$ cat config.mk
export PLATFORM = sky130hd
export DESIGN_NAME = wb_score_master
export DESIGN_NICKNAME = d
export VERILOG_FILES = /design/src/rtl/game_pkg.sv /design/src/rtl/poll_timer.sv /design/src/rtl/wb_score_master.sv
export SDC_FILE = /design/constraint.sdc
export NUM_CORES = 1
export LEC_CHECK = 0
export BUFFER_PORTS_ARGS = -buffer_cell sky130_fd_sc_hd__buf_2
export CORE_UTILIZATION = 45
export CTS_BUF_LIST = sky130_fd_sc_hd__clkbuf_16
export DETAILED_ROUTE_END_ITERATION = 16
export PLACE_DENSITY_LB_ADDON = 0.2
export RECOVER_POWER = 50
export SLEW_MARGIN = 30
export SYNTH_ARGS = -nofsm -noshare
export SYNTH_HDL_FRONTEND = slang
export SYNTH_SLANG_ARGS = --single-unit
$ cat constraint.sdc
create_clock -name clk -period 3.35 [get_ports clk]
set_input_delay 1.005 -clock clk [delete_from_list [all_inputs] [get_ports clk]]
set_output_delay 1.005 -clock clk [all_outputs]
set_load 0.02 [all_outputs]
$ cat src/rtl/game_pkg.sv
// Shared game-side definitions: bus word width, score width and the
// Wishbone initiator state encoding.
package game_pkg;

  localparam int DATA_W  = 32;
  localparam int SCORE_W = 16;

  typedef enum logic [1:0] {
    IDLE = 2'd0,
    WR   = 2'd1,
    RD   = 2'd2,
    GAP  = 2'd3
  } wbm_state_t;

endpackage

$ cat src/rtl/poll_timer.sv
// Free-running period timer: counts while enabled, emits a one-cycle tick on
// the last count of each period and wraps. Disabling holds it at zero so the
// first period after enable is always a full one.
module poll_timer #(
  parameter int PERIOD = 100_000,
  parameter int CNT_W  = 32
) (
  input  logic clk,
  input  logic reset_n,
  input  logic en,
  output logic tick
);

  localparam logic [CNT_W-1:0] LAST = CNT_W'(PERIOD - 1);

  logic [CNT_W-1:0] cnt;

  assign tick = en && (cnt == LAST);

  // Period counter: hold at zero when disabled, wrap on the tick
  always_ff @(posedge clk or negedge reset_n) begin
    if (!reset_n) begin
      cnt <= '0;
    end else if (!en || tick) begin
      cnt <= '0;
    end else begin
      cnt <= cnt + CNT_W'(1);
    end
  end

endmodule

$ cat src/rtl/wb_score_master.sv
// Wishbone classic initiator for the score/VGA register slave. Polls the
// score word periodically (or on demand), performs single-beat control
// writes, and aborts any cycle whose ack does not arrive in time.
module wb_score_master
  import game_pkg::*;
#(
  parameter int POLL_PERIOD = 100_000,
  parameter int TIMEOUT_CYC = 16,
  parameter int CNT_W       = 32
) (
  input  logic                clk,
  input  logic                reset_n,
  input  logic                poll_en,
  input  logic                rd_req,
  input  logic                wr_req,
  input  logic [DATA_W-1:0]   wr_data,
  output logic                wb_m2s_cyc,
  output logic                wb_m2s_stb,
  output logic                wb_m2s_we,
  output logic [DATA_W-1:0]   wb_m2s_dat,
  input  logic [DATA_W-1:0]   wb_s2m_dat,
  input  logic                wb_s2m_ack,
  output logic [SCORE_W-1:0]  score,
  output logic                score_changed,
  output logic                wr_done,
  output logic                timeout_err,
  output logic                busy
);

  localparam logic [CNT_W-1:0] TO_LAST = CNT_W'(TIMEOUT_CYC - 1);

  wbm_state_t        state;
  logic              rd_pend;
  logic              wr_pend;
  logic [DATA_W-1:0] wr_latch;
  logic [CNT_W-1:0]  to_cnt;
  logic              poll_tick;
  logic              start_wr;
  logic              start_rd;
  logic              unused_rd_hi;

  // Upper half of the read word carries no score information.
  assign unused_rd_hi = ^wb_s2m_dat[DATA_W-1:SCORE_W];

  // Writes win arbitration; a read waits behind a pending write.
  assign start_wr = (state == IDLE) && wr_pend;
  assign start_rd = (state == IDLE) && !wr_pend && rd_pend;

  poll_timer #(
    .PERIOD (POLL_PERIOD),
    .CNT_W  (CNT_W)
  ) u_poll_timer (
    .clk     (clk),
    .reset_n (reset_n),
    .en      (poll_en),
    .tick    (poll_tick)
  );

  // Pending requests: a new request in the same cycle as launch stays queued
  always_ff @(posedge clk or negedge reset_n) begin
    if (!reset_n) begin
      wr_pend  <= 1'b0;
      rd_pend  <= 1'b0;
      wr_latch <= '0;
    end else begin
      if (wr_req) begin
        wr_pend  <= 1'b1;
        wr_latch <= wr_data;
      end else if (start_wr) begin
        wr_pend <= 1'b0;
      end
      if (rd_req || poll_tick) begin
        rd_pend <= 1'b1;
      end else if (start_rd) begin
        rd_pend <= 1'b0;
      end
    end
  end

  // Bus FSM with registered Wishbone and status outputs
  always_ff @(posedge clk or negedge reset_n) begin
    if (!reset_n) begin
      state         <= IDLE;
      wb_m2s_cyc    <= 1'b0;
      wb_m2s_stb    <= 1'b0;
      wb_m2s_we     <= 1'b0;
      wb_m2s_dat    <= '0;
      score         <= '0;
      score_changed <= 1'b0;
      wr_done       <= 1'b0;
      timeout_err   <= 1'b0;
      busy          <= 1'b0;
      to_cnt        <= '0;
    end else begin
      score_changed <= 1'b0;
      wr_done       <= 1'b0;
      case (state)
        IDLE: begin
          to_cnt <= '0;
          if (start_wr) begin
            state      <= WR;
            wb_m2s_cyc <= 1'b1;
            wb_m2s_stb <= 1'b1;
            wb_m2s_we  <= 1'b1;
            wb_m2s_dat <= wr_latch;
            busy       <= 1'b1;
          end else if (start_rd) begin
            state      <= RD;
            wb_m2s_cyc <= 1'b1;
            wb_m2s_stb <= 1'b1;
            wb_m2s_we  <= 1'b0;
            busy       <= 1'b1;
          end
        end
        WR, RD: begin
          if (wb_s2m_ack) begin
            state       <= GAP;
            wb_m2s_cyc  <= 1'b0;
            wb_m2s_stb  <= 1'b0;
            wb_m2s_we   <= 1'b0;
            timeout_err <= 1'b0;
            if (state == WR) begin
              wr_done <= 1'b1;
            end else begin
              score         <= wb_s2m_dat[SCORE_W-1:0];
              score_changed <= (wb_s2m_dat[SCORE_W-1:0] != score);
            end
          end else if (to_cnt == TO_LAST) begin
            state       <= GAP;
            wb_m2s_cyc  <= 1'b0;
            wb_m2s_stb  <= 1'b0;
            wb_m2s_we   <= 1'b0;
            timeout_err <= 1'b1;
          end else begin
            to_cnt <= to_cnt + CNT_W'(1);
          end
        end
        GAP: begin
          // One idle bus cycle so the slave's ack toggle cannot re-fire.
          state <= IDLE;
          busy  <= 1'b0;
        end
        default: begin
          state <= IDLE;
          busy  <= 1'b0;
        end
      endcase
    end
  end

endmodule

==> flow_metrics.env <==
export IMPL_stdcell_count=989
export IMPL_crit_top_cell="clkbuf_2"
export IMPL_drive_above_1_share_pct=32.1
export IMPL_die_y_um=130
export IMPL_syn_cell_area_um2=7340
export IMPL_clock_latency_ps=430
export IMPL_status="finished, violations left"
export IMPL_yosysTopAreaCell="dfrtp_1"
export IMPL_yosys_area_top_type_share_pct=52.5
export IMPL_synth_main_ff_cell="dfrtp_1"
export IMPL_grt_max_degree=69
export IMPL_fin_util_pct=54.4
export IMPL_clkTransAtPathRegs_ps=60
export IMPL_gp_congestion=0.853
export IMPL_vias=5290
export IMPL_viasPerCell=5.35
export IMPL_synth_seq_area_share_pct=52.5
export IMPL_synth_cell_type_count=56
export IMPL_clockBufferDepth=2
export IMPL_n_fill_cell=1457
export IMPL_violations="max-capacitance violations, max-slew violations"
export IMPL_cp_end_kind="asynchronous set/reset pin"
export IMPL_post_dp_cell_area_um2=8100
export IMPL_synth_most_common_cell="dfrtp_1"
export IMPL_path_buf_inv=2
export IMPL_crit_chain="clkbuf_2, clkbuf_2"
export IMPL_cts_setup_buffers=0
export IMPL_stdcell_area_um2=8640
export IMPL_cellPowerDensity_nw_per_um2=766
export IMPL_synth_edf_count=0
export IMPL_critPathMaxFanout=68
export IMPL_async_flop_share_pct=100
export IMPL_die_area_um2=16800
export IMPL_cts_root_buf="clkbuf_16"
export IMPL_totalWireLength_um=15300
export IMPL_cp_slowest_cell="clkbuf_2"
export IMPL_crit_arrival_ps=3010
export IMPL_postCtsHoldBufs=0
export IMPL_syn_area_per_cell_um2=11.2
export IMPL_synth_common_cells="dfrtp_1, mux2_2, nand2_1"
export IMPL_core_area_um2=15900
export IMPL_setup_violations=0
export IMPL_cts_resized=0
export IMPL_row_count=46
export IMPL_worst_endpoint_required_ps=3840
export IMPL_netlist_instances=657
export IMPL_grt_remaining_overflow=0
export IMPL_hold_class="flop to flop"
export IMPL_syn_to_final_growth_pct=17.7
export IMPL_synth_area_leaders="dfrtp_1, mux2_2, nand2_1, nand3_1, xnor2_1"
export IMPL_io_pins=125
export IMPL_cts_sinks=154
export IMPL_cts_tree="done"
export IMPL_maxCapViolCount=2
export IMPL_yosys_warnings=0
export IMPL_maxSlewViolCount=102
export IMPL_cp_slowest_stage_delay_ps=1220
export IMPL_first_pass_iters=4
export IMPL_path_delay_family="buffers and inverters"
export IMPL_grt_total_usage_pct=20.3
export IMPL_tns_ps=0
export IMPL_startpoint_type="primary input"
export IMPL_start_util_pct=46.2
export IMPL_wire_per_inst_um=15.5
export IMPL_drc=0
export IMPL_hpwl_um=10600
export IMPL_cts_buffers=17
export IMPL_io_buffers=108
export IMPL_synth_fp_nets=734
export IMPL_fin_crit_sh_pct=75.0
export IMPL_antenna_found_initial=0
export IMPL_diodes=0
export IMPL_placed_cells=957
export IMPL_crit_type="primary input to asynchronous set/reset pin"
export IMPL_max_vdd_ir_drop_v=0.000452
export IMPL_ys_ff_latch=154
export IMPL_leakagePower_nw=3.82
export IMPL_antenna_left=0
export IMPL_worst_slew_pin_slew_ps=1890
export IMPL_fin_nets=837
export IMPL_first_iter_violations=316
export IMPL_first_global_vias=5358
export IMPL_die_x_um=130
export IMPL_rsz0062_at_grt="no"
export IMPL_maxSlewHeadroom_pct=-25.8
export IMPL_hold_viol=0
export IMPL_grt_pass1_wl_um=26600
export IMPL_fin_skew_ps=8.11
export IMPL_min_period_ps=2510
export IMPL_max_freq_mhz=398
export IMPL_htree_num_levels=4
cells in the final DEF, fill, tap and decap left out, types with 8 or more instances in the layout:
cell       count
inv_1          9
nand2_1       57
clkbuf_16     17
xnor2_1       24
mux2_2        83
nand4_1       23
nor2_1        54
mux2i_1        9
nor4_1        13
inv_6          8
and3_1        10
xor2_1        20
o311ai_0       8
nor3_1         9
nand3_1       42
o211ai_1       8
dfrtp_1      154
buf_2        106
o21ai_0       15
worst paths after layout:
check | start | to | slack, ps | cells after the start
worst max-delay path | reset_n | wb_m2s_dat[1] | 840 | 2
worst min-delay path | u_poll_timer.cnt[0] | u_poll_timer.cnt[0] | 490 | 1
worst max register to register | to_cnt[27] | to_cnt[25] | 860 | 6
worst min register to register | u_poll_timer.cnt[0] | u_poll_timer.cnt[0] | 490 | 1
max in group clk | wr_req | wr_latch[16] | 850 | 2
min in group asynchronous | reset_n | score[7] | 1040 | 1
sequential cells by signal (all words and copies together), names as in the netlist:
register,flops
wr_latch,32
score_changed,1
busy,1
u_poll_timer.cnt,32
wb_m2s_dat,32
wb_m2s_stb,1
wb_m2s_we,1
rd_pend,1
score,16
wr_pend,1
wr_done,1
timeout_err,1
to_cnt,32
state,2
report_power, final:
group / leakage (nW) / total [mW] / switching [mW] / internal, mW
Sequential: 1.95 / 2.52 / 0.256 / 2.26
Clock: 0.275 / 1.82 / 0.839 / 0.978
Combinational: 1.59 / 2.29 / 1.35 / 0.934
Total: 3.82 / 6.62 / 2.45 / 4.18
layout make-up:
| type | instances | area [um2] | area share, % |
|---|---|---|---|
| clock buffer | 17 | 425 | 4.92 |
| tap | 216 | 270 | 3.13 |
| sequential | 154 | 3850 | 44.6 |
| timing repair buffer | 118 | 622 | 7.19 |
| clock inverter | 15 | 129 | 1.49 |
| multi-input combinational | 460 | 3310 | 38.3 |
| inverter | 9 | 33.8 | 0.391 |
metrics by stage:
| step | hold WS, ps | power (mW) | worst slack [ps] |
|---|---|---|---|
| global placement | 476 | 4.79 | 645 |
| CTS | 496 | 6.71 | 848 |
| floorplan | 455 | 4.14 | 790 |
| finish | 492 | 6.62 | 836 |
| detailed placement | 489 | 4.87 | 578 |
| global route | 514 | 7.03 | 399 |
kinds of logic after synthesis:
family,after synthesis,share of synthesized area [%]
and+or+nand+nor,258,18.6
muxes,92,14.0
DFF,154,52.5
buffers and inverters,43,2.45
adders and majority gates,7,1.19
AOI/OAI and AO/OA,59,6.08
xor gates and xnor gates,44,5.25
layer usage:
metal	vias to the layer above	part of all wire, %	wire, um	track usage (%)
met4	0	2.2	345	8.82
met2	114	48	7350	31.0
met1	2573	44	6810	27.1
met5	-	0	0	0
met3	26	5.5	838	5.74
li1	2577	-	-	-
No activity file was read; power rests on OpenSTA's default activity.
